$ cat src/rtl/store_rmw_unit.sv
// Store path to a word-only data memory: SW writes directly, SB/SH read the
// word, merge the new lane(s) and write it back. Stalls via req_ready.
module store_rmw_unit #(
  parameter int BIG_ENDIAN  = 0,
  parameter int ACK_TIMEOUT = 255
) (
  input  logic        clk,
  input  logic        rst,
  input  logic        req_valid,
  output logic        req_ready,
  input  logic [31:0] req_addr,
  input  logic [31:0] req_data,
  input  logic [1:0]  req_size,
  output logic        done,
  output logic        err,
  output logic [31:0] mem_addr,
  output logic        mem_rd,
  output logic        mem_wr,
  output logic [31:0] mem_wdata,
  input  logic [31:0] mem_rdata,
  input  logic        mem_ack
);

  typedef enum logic [2:0] {
    IDLE  = 3'd0,
    READ  = 3'd1,
    WRITE = 3'd2,
    DONE  = 3'd3,
    ERR   = 3'd4
  } state_t;

  localparam logic [7:0] TIMEOUT = 8'(ACK_TIMEOUT);

  state_t      state_r;
  state_t      state_s;
  logic [15:0] data_r;
  logic        is_byte_r;
  logic [1:0]  lo_r;
  logic [7:0]  cnt_r;
  logic        accept_s;
  logic        illegal_s;
  logic        timeout_s;
  logic        rd_s;
  logic        wr_s;
  logic        done_s;
  logic        err_s;

  // Replace the addressed byte/half of the old word; lane order depends on endianness.
  function automatic logic [31:0] merge_word(input logic [31:0] old_w,
                                             input logic [15:0] data_w,
                                             input logic        is_byte_w,
                                             input logic [1:0]  lo_w);
    logic [31:0] m;
    logic [1:0]  lane;
    logic        hslot;
    m = old_w;
    if (BIG_ENDIAN != 0) begin
      lane  = 2'd3 - lo_w;
      hslot = ~lo_w[1];
    end else begin
      lane  = lo_w;
      hslot = lo_w[1];
    end
    if (is_byte_w) begin
      case (lane)
        2'd0:    m[7:0]   = data_w[7:0];
        2'd1:    m[15:8]  = data_w[7:0];
        2'd2:    m[23:16] = data_w[7:0];
        2'd3:    m[31:24] = data_w[7:0];
        default: m        = old_w;
      endcase
    end else if (hslot) begin
      m[31:16] = data_w;
    end else begin
      m[15:0] = data_w;
    end
    return m;
  endfunction

  assign req_ready = (state_r == IDLE) & ~rst;
  assign accept_s  = req_valid & req_ready;
  assign timeout_s = (TIMEOUT != 8'd0) && ((cnt_r + 8'd1) == TIMEOUT);

  // Alignment and size legality of the incoming request.
  always_comb begin
    illegal_s = 1'b0;
    case (req_size)
      2'b00:   illegal_s = 1'b0;
      2'b01:   illegal_s = req_addr[0];
      2'b10:   illegal_s = (req_addr[1:0] != 2'b00);
      default: illegal_s = 1'b1;
    endcase
  end

  // State register.
  always_ff @(posedge clk or posedge rst) begin
    if (rst) begin
      state_r <= IDLE;
    end else begin
      state_r <= state_s;
    end
  end

  // Next-state logic; an ack wins over a timeout reached in the same cycle.
  always_comb begin
    state_s = state_r;
    case (state_r)
      IDLE: begin
        if (!accept_s) begin
          state_s = IDLE;
        end else if (illegal_s) begin
          state_s = ERR;
        end else if (req_size == 2'b10) begin
          state_s = WRITE;
        end else begin
          state_s = READ;
        end
      end
      READ: begin
        if (mem_ack) begin
          state_s = WRITE;
        end else if (timeout_s) begin
          state_s = ERR;
        end else begin
          state_s = READ;
        end
      end
      WRITE: begin
        if (mem_ack) begin
          state_s = DONE;
        end else if (timeout_s) begin
          state_s = ERR;
        end else begin
          state_s = WRITE;
        end
      end
      DONE:    state_s = IDLE;
      ERR:     state_s = IDLE;
      default: state_s = IDLE;
    endcase
  end

  // Output decode from the upcoming state so strobes and pulses come out of flops.
  always_comb begin
    rd_s   = 1'b0;
    wr_s   = 1'b0;
    done_s = 1'b0;
    err_s  = 1'b0;
    case (state_s)
      READ:    rd_s   = 1'b1;
      WRITE:   wr_s   = 1'b1;
      DONE:    done_s = 1'b1;
      ERR:     err_s  = 1'b1;
      default: rd_s   = 1'b0;
    endcase
  end

  // Registered control outputs.
  always_ff @(posedge clk or posedge rst) begin
    if (rst) begin
      mem_rd <= 1'b0;
      mem_wr <= 1'b0;
      done   <= 1'b0;
      err    <= 1'b0;
    end else begin
      mem_rd <= rd_s;
      mem_wr <= wr_s;
      done   <= done_s;
      err    <= err_s;
    end
  end

  // Request capture, merge on read ack, and the ack-wait counter.
  always_ff @(posedge clk or posedge rst) begin
    if (rst) begin
      mem_addr  <= 32'h0000_0000;
      mem_wdata <= 32'h0000_0000;
      data_r    <= 16'h0000;
      is_byte_r <= 1'b0;
      lo_r      <= 2'b00;
      cnt_r     <= 8'd0;
    end else begin
      if (accept_s) begin
        mem_addr  <= {req_addr[31:2], 2'b00};
        data_r    <= req_data[15:0];
        is_byte_r <= (req_size == 2'b00);
        lo_r      <= req_addr[1:0];
        if (req_size == 2'b10) begin
          mem_wdata <= req_data;
        end else begin
          mem_wdata <= mem_wdata;
        end
      end else if ((state_r == READ) && mem_ack) begin
        mem_wdata <= merge_word(mem_rdata, data_r, is_byte_r, lo_r);
      end else begin
        mem_wdata <= mem_wdata;
      end
      if (state_s != state_r) begin
        cnt_r <= 8'd0;
      end else if ((state_r == READ) || (state_r == WRITE)) begin
        cnt_r <= cnt_r + 8'd1;
      end else begin
        cnt_r <= 8'd0;
      end
    end
  end

endmodule

$ cat config.mk
export PLATFORM = sky130hd
export DESIGN_NAME = store_rmw_unit
export DESIGN_NICKNAME = d
export VERILOG_FILES = /design/src/rtl/store_rmw_unit.sv
export SDC_FILE = /design/constraint.sdc
export NUM_CORES = 1
export LEC_CHECK = 0
export ABC_AREA = 1
export BUFFER_PORTS_ARGS = -buffer_cell sky130_fd_sc_hd__buf_2
export CAP_MARGIN = 20
export CORE_ASPECT_RATIO = 1.25
export CORE_UTILIZATION = 51
export CTS_CLUSTER_SIZE = 8
export DETAILED_ROUTE_END_ITERATION = 6
export PLACE_DENSITY = 0.81
export SLEW_MARGIN = 15
export SYNTH_ARGS = -nofsm -noshare
export SYNTH_HDL_FRONTEND = slang
export SYNTH_SLANG_ARGS = --single-unit
$ cat constraint.sdc
create_clock -name clk -period 3.9 [get_ports clk]
set_clock_uncertainty 0.05 [all_clocks]
set_input_delay 0.585 -clock clk [delete_from_list [all_inputs] [get_ports clk]]
set_output_delay 0.585 -clock clk [all_outputs]
set_load 0.02 [all_outputs]
==> impl_metrics.yaml, run 1 <==
clocking:
  cts_hold_buf: 0
  cts.sinks: 96
  clkTransAtPathRegs_ns: 0.07
  tritoncts: "yes"
  cts_buffers: 9
  cts-root-buf: "clkbuf_16"
  post-cts-setup-buffers: 0
  h-tree-depth: 3
  cts_resized: 0
  worst_skew_pair.late_latency_ns: 0.34
  cts_max_path_buffers: 2
hold_path:
  min_path_type: "input pin to async pin"
sta:
  fin_crit_sh_pct: 62.0
  slew_violations: 0
  rsz0062_at_grt: "false"
  min_period_ns: 2.42
  setup_violations: 0
  setup_tns_ns: 0
  fmax_ghz: 0.414
  relSlewSlack_pct: 40.5
  tightest_slew_ns: 0.889
  final-hold-violation-count: 0
logic_synthesis:
  ys_warn_count: 0
  async_flop_share_pct: 100
  synth_flop_cell: "dfrtp_1"
  syn_area_mm2: 0.00517
  synth.distinct_cells: 34
  syn_avg_cell_area_um2: 7.56
  synth-seq-area-share_pct: 46.5
  synth.ff_latch_count: 96
  synth_edf_count: 0
  syn_inst: 684
critical_path:
  critPathRequiredTime_ns: 4.13
  critPathKind: "flip-flop to flip-flop"
  critPathCaptureType: "flip-flop"
  worstPathMaxFanout: 48
  start_kind: "flip-flop"
  crit_arrival_ns: 2.64
detailed_routing:
  drtIter0Drc: 288
  routed_wl_um: 14100
  drc: 0
  vias: 5099
  ant_nets: 0
  firstDrtPassIters: 5
  wl_per_cell_um: 14.7
  viasPerCell: 5.32
finish:
  post_layout_nonfiller_instances: 958
  multi_input_area_mm2: 0.00240
  fin_area_mm2: 0.00629
  drive_above_1_share_pct: 25.7
  antenna_cells: 0
  final_nets: 931
  final-seq-area_mm2: 0.00240
  syn2layout_area_growth_pct: 21.7
  fillCellCount: 874
placed_design:
  port_buffers: 168
  dpl-instance-area_mm2: 0.00600
  placed_cells: 942
  place_hpwl_um: 10000
  place_congestion: 0.895
pwr:
  swShare_pct: 45.9
  p_int_mw: 2.71
  pwr_density_cell_mw_per_mm2: 797
  seqPwrFrac_pct: 33.9
  clkPwrFrac_pct: 16.7
  switchingPower_mw: 2.30
  pwr-share-comb_pct: 49.4
  ir_drop_v: 0.000407
  static-leakage-power_nw: 3.25
floorplan:
  start_util_pct: 53.2
  die_h_um: 115
  die_w_um: 92.1
  core.rowCount: 40
  ios: 171
  core_mm2: 0.00971
  dieArea_mm2: 0.0105
grt:
  grt-ovfl-total: 0
  grt_usage_pct: 27.1
  use_met3_pct: 5.78
  grt_start_max_net_pins: 87
  grt.busiest_layer: "met2"
  grt_use_met1_pct: 34.8
  antenna_found_initial: 0
  use_met2_pct: 43.9
  grt_pass1_wl_um: 22300
  grt_pass1_vias: 4664
status:
  status: "completed"
flow_run:
  max_cap_viol_count: 0
==> worst paths after layout <==
| path | cells after the start | to | from | slack (ns) |
|---|---|---|---|---|
| setup / recovery | 5 | mem_wdata[22] | state_r[1] | 1.48 |
| hold / removal | 2 | cnt_r[0] | rst | 0.11 |
| setup reg to reg | 5 | mem_wdata[22] | state_r[1] | 1.48 |
| hold reg to reg | 2 | mem_addr[6] | mem_addr[6] | 0.42 |
| max in group asynchronous | 3 | mem_wdata[2] | rst | 2.70 |
| min in group clk | 3 | mem_addr[6] | req_addr[6] | 0.38 |
==> placed cells by master (no fill, tap or decap), types with 5 or more instances in the layout <==
cell type	instances
nand2_1	225
nor2_1	43
inv_1	36
o2bb2ai_1	8
nor3_1	9
o211ai_1	16
dfrtp_1	96
a21oi_1	26
a31oi_1	16
buf_2	168
o21ai_0	85
o21ai_1	8
nand3_1	42
nand2_2	8
clkbuf_16	9
nor2_2	5
==> cell type report <==
class | count | area share (%)
inverters | 41 | 2.53
clock inverters | 4 | 0.457
flip-flops and latches | 96 | 38.2
multi-input cells | 506 | 38.2
well taps | 126 | 2.51
clock buffers | 12 | 4.08
repair buffers | 173 | 14.0
==> Yosys cell counts, types with 5 or more instances <==
cell	number	area, um2
nand2_1	225	845
dfrtp_1	96	2400
o21ai_0	85	425
nor2_1	43	161
nand3_1	42	210
inv_1	37	139
a21oi_1	26	130
a31oi_1	16	100
clkbuf_1	16	60.1
o211ai_1	16	120
buf_2	10	50.1
nor3_1	9	45.0
nand2_2	8	50.1
o21ai_1	8	40.0
o2bb2ai_1	8	70.1
buf_1	7	26.3
buf_4	5	37.5
nor2_2	5	31.3
==> per-stage QoR <==
| stage | hold WS, ns | total power, mW | setup WS [ns] | utilization [%] |
|---|---|---|---|---|
| global placement | 0.408 | 4.11 | 1.44 | 61.8 |
| global route | 0.124 | 5.40 | 1.18 | 64.8 |
| detailed placement | 0.410 | 4.18 | 1.38 | 61.8 |
| CTS | 0.112 | 5.03 | 1.49 | 64.8 |
| finish | 0.113 | 5.01 | 1.48 | 64.8 |
| floorplan | 0.459 | 3.46 | 0.0963 | - |
==> per-layer routing <==
layer	vias to the layer above	share of wire, %
met4	0	2.9
met3	32	7.5
met2	206	49
met1	2325	41
li1	2536	-
met5	-	0
==> power by group through the flow <==
stage / logic, mW / clock network (mW) / registers, mW
after floorplan: 1.41 / 0 / 2.05
after detailed placement: 2.48 / 0 / 1.70
after CTS: 2.48 / 0.850 / 1.70
after global routing: 2.76 / 0.890 / 1.75
final: 2.47 / 0.839 / 1.70
after global placement: 2.42 / 0 / 1.70
==> registers in the layout, indices dropped and copies added (netlist names), 2 cells and up <==
signal / flops
state_r: 3
data_r: 16
cnt_r: 8
mem_addr: 30
mem_wdata: 32
lo_r: 2
==> cells by family after synthesis <==
logic type	after synthesis	share of synthesized area (%)
compound gates	162	17.9
xor+xnor	1	0.169
fa+ha+maj	2	0.484
buf+inv	83	7.26
flops	96	46.5
other cells	1	0.0725
simple gates	339	27.6
==> critical path: stages, from the launching register on <==
cell	delay, ns
dfrtp_1	0.39
nor2_2	0.21
nand3_1	0.50
nand2_2	0.89
o211ai_1	0.21
nand2_1	0.10
No activity file was read; power rests on OpenSTA's default activity.
==> inputs of run 2 (changes only) <==
--- a/config.mk
+++ b/config.mk
@@ -9,10 +9,10 @@
 export BUFFER_PORTS_ARGS = -buffer_cell sky130_fd_sc_hd__buf_2
 export CAP_MARGIN = 20
 export CORE_ASPECT_RATIO = 1.25
-export CORE_UTILIZATION = 51
+export CORE_UTILIZATION = 46
 export CTS_CLUSTER_SIZE = 8
 export DETAILED_ROUTE_END_ITERATION = 6
-export PLACE_DENSITY = 0.81
+export PLACE_DENSITY = 0.77
 export SLEW_MARGIN = 15
 export SYNTH_ARGS = -nofsm -noshare
 export SYNTH_HDL_FRONTEND = slang
==> constraint.sdc (replaced) <==
create_clock -name clk -period 2 [get_ports clk]
set_clock_uncertainty 0.05 [all_clocks]
set_input_delay 0.3 -clock clk [delete_from_list [all_inputs] [get_ports clk]]
set_output_delay 0.3 -clock clk [all_outputs]
set_load 0.02 [all_outputs]
==> run 2 against run 1 <==
  * Combinational power increased by 100%
  * Global-route usage decreased by 3.4 points
  * Sequential power increased by 91%
  * Critical endpoint is now cnt_r[3]
  * Final area increased by 2.2%
==> impl_metrics.yaml, run 2 (synthesis gave the netlist of run 1 again) <==
detailed_routing:
  vias: 4973
  viasPerCell: 5.11
  ant_nets: 0
  drc: 0
  firstDrtPassIters: 5
  routed_wl_um: 13700
  drtIter0Drc: 256
  wl_per_cell_um: 14.1
critical_path:
  rr_worst_depth: 10
  r2r-end: "cnt_r[3]"
  worstPathMaxFanout: 8
  crit_top_cell: "nand2_1"
  crit_arrival_ns: 1.95
  start_kind: "flip-flop"
  cp_cell_sequence: "ha_1 > nand3_1 > nor2_2 > nand2_1 > nand2_1 > nand2_1 > nor2_2 > nand3_4 > nand4_4 > nor3_1"
  ff2ff_setup_slack_ns: 0.21
  r2r_start: "cnt_r[0]"
  critPathRequiredTime_ns: 2.17
  critPathCaptureType: "flip-flop"
  cpMaxStageDelayCell: "dfrtp_1"
  critPathKind: "flip-flop to flip-flop"
  critPathMaxStageDelay_ns: 0.44
finish:
  largest_reg_flops: 32
  layout_commonest_cell: "nand2_1"
  fin_util_pct: 59.7
  post_layout_nonfiller_instances: 973
  multi_input_area_mm2: 0.00241
  final-seq-area_mm2: 0.00240
  top_register: "mem_wdata"
  fillCellCount: 994
  syn2layout_area_growth_pct: 24.4
  final_cell_mix: "nand2_1 (225), buf_2 (168), dfrtp_1 (96)"
  reg.largest.list: "mem_wdata: 32 flops, mem_addr: 30 flops, data_r: 16 flops"
  drive_above_1_share_pct: 26.3
  final_nets: 938
floorplan:
  ios: 171
  die_w_um: 96.8
  dieArea_mm2: 0.0117
  core.rowCount: 42
  start_util_pct: 48.0
  die_h_um: 121
  core_mm2: 0.0108
status:
  status: "completed"
grt:
  grt_pass1_wl_um: 22000
  grt_usage_pct: 23.7
  grt_start_max_net_pins: 97
  grt-ovfl-total: 0
  grt_pass1_vias: 4495
  antenna_found_initial: 2
clocking:
  cts_resized: 0
  h-tree-depth: 3
  cts_hold_buf: 0
  cts.sinks: 96
  clkTransAtPathRegs_ns: 0.06
  tritoncts: "yes"
  post-cts-setup-buffers: 0
  cts_max_path_buffers: 2
  cts-root-buf: "clkbuf_16"
  cts_buffers: 9
  worst_skew_pair.late_latency_ns: 0.34
sta:
  fin_crit_sh_pct: 89.4
  min_period_ns: 1.79
  slew_violations: 0
  relSlewSlack_pct: 62.2
  setup_violations: 0
  fmax_ghz: 0.559
  setup_tns_ns: 0
  tightest_slew_ns: 0.567
  rsz0062_at_grt: "false"
  final-hold-violation-count: 0
hold_path:
  min_path_type: "input pin to async pin"
pwr:
  static-leakage-power_nw: 3.32
  ir_drop_v: 0.000892
  power_mw: 9.99
  pwr_density_cell_mw_per_mm2: 1550
flow_run:
  max_cap_viol_count: 0
placed_design:
  port_buffers: 168
  placed_cells: 955
  place_congestion: 0.906
  place_hpwl_um: 10100
run 2: cell types whose count changed in the layout (fill, tap and decap cells not counted):
cell       delta
buf_12        +3
buf_4         +5
buf_6         -1
bufinv_16     +2
clkbuf_1      +1
clkbuf_8      -2
diode_2       +2
inv_4         -1
nand2_2       -1
nand2_4       +1
nand3_1       -1
nand3_2       +1
run 2: power breakdown:
group | switching, mW | internal (mW)
Combinational | 3.24 | 1.69
Clock | 0.710 | 1.10
Sequential | 0.468 | 2.78
run 2: cell type report:
cell class,count,share of cell area (%)
clock inverter,5,1.26
timing repair buffer,180,15.1
clock buffer,11,3.62
antenna,2,0.0778
inverter,41,2.49
tap,132,2.57
multi-input combinational,506,37.6
sequential,96,37.4
run 2: worst max-delay path, delay by kind of cell (launching register included):
kind	cells	cell delay [ns]
flip-flops	1	0.44
adder cells (fa/ha/maj)	1	0.22
AND/OR/NAND/NOR	9	0.96
run 2: how the worst max path moves through the flow:
stage / start / slack (ns) / cells past startpoint / endpoint
after floorplan: rst / -0.92 / 9 / mem_wdata[19]
after global placement: rst / 0.26 / 7 / mem_wdata[19]
after detailed placement: cnt_r[0] / 0.24 / 10 / cnt_r[3]
after CTS: cnt_r[0] / 0.23 / 10 / cnt_r[3]
after global routing: cnt_r[0] / 0.06 / 10 / cnt_r[5]
final: cnt_r[0] / 0.21 / 10 / cnt_r[3]
run 2: per-stage QoR:
stage,cell area [um2],setup WS (ns),hold slack [ns]
final,6430,0.212,0.100
after global routing,6420,0.0561,0.0980
after CTS,6420,0.226,0.0897
after detailed placement,6110,0.243,0.411
after global placement,6110,0.264,0.410
after floorplan,5200,-0.919,0.360
run 2: layer usage:
| metal | wire length (um) | GRT usage, % | up-vias |
|---|---|---|---|
| li1 | - | - | 2549 |
| met1 | 5570 | 29.1 | 2217 |
| met2 | 6840 | 40.8 | 189 |
| met3 | 1100 | 6.94 | 16 |
| met4 | 159 | 6.06 | 2 |
| met5 | 8 | 0 | - |
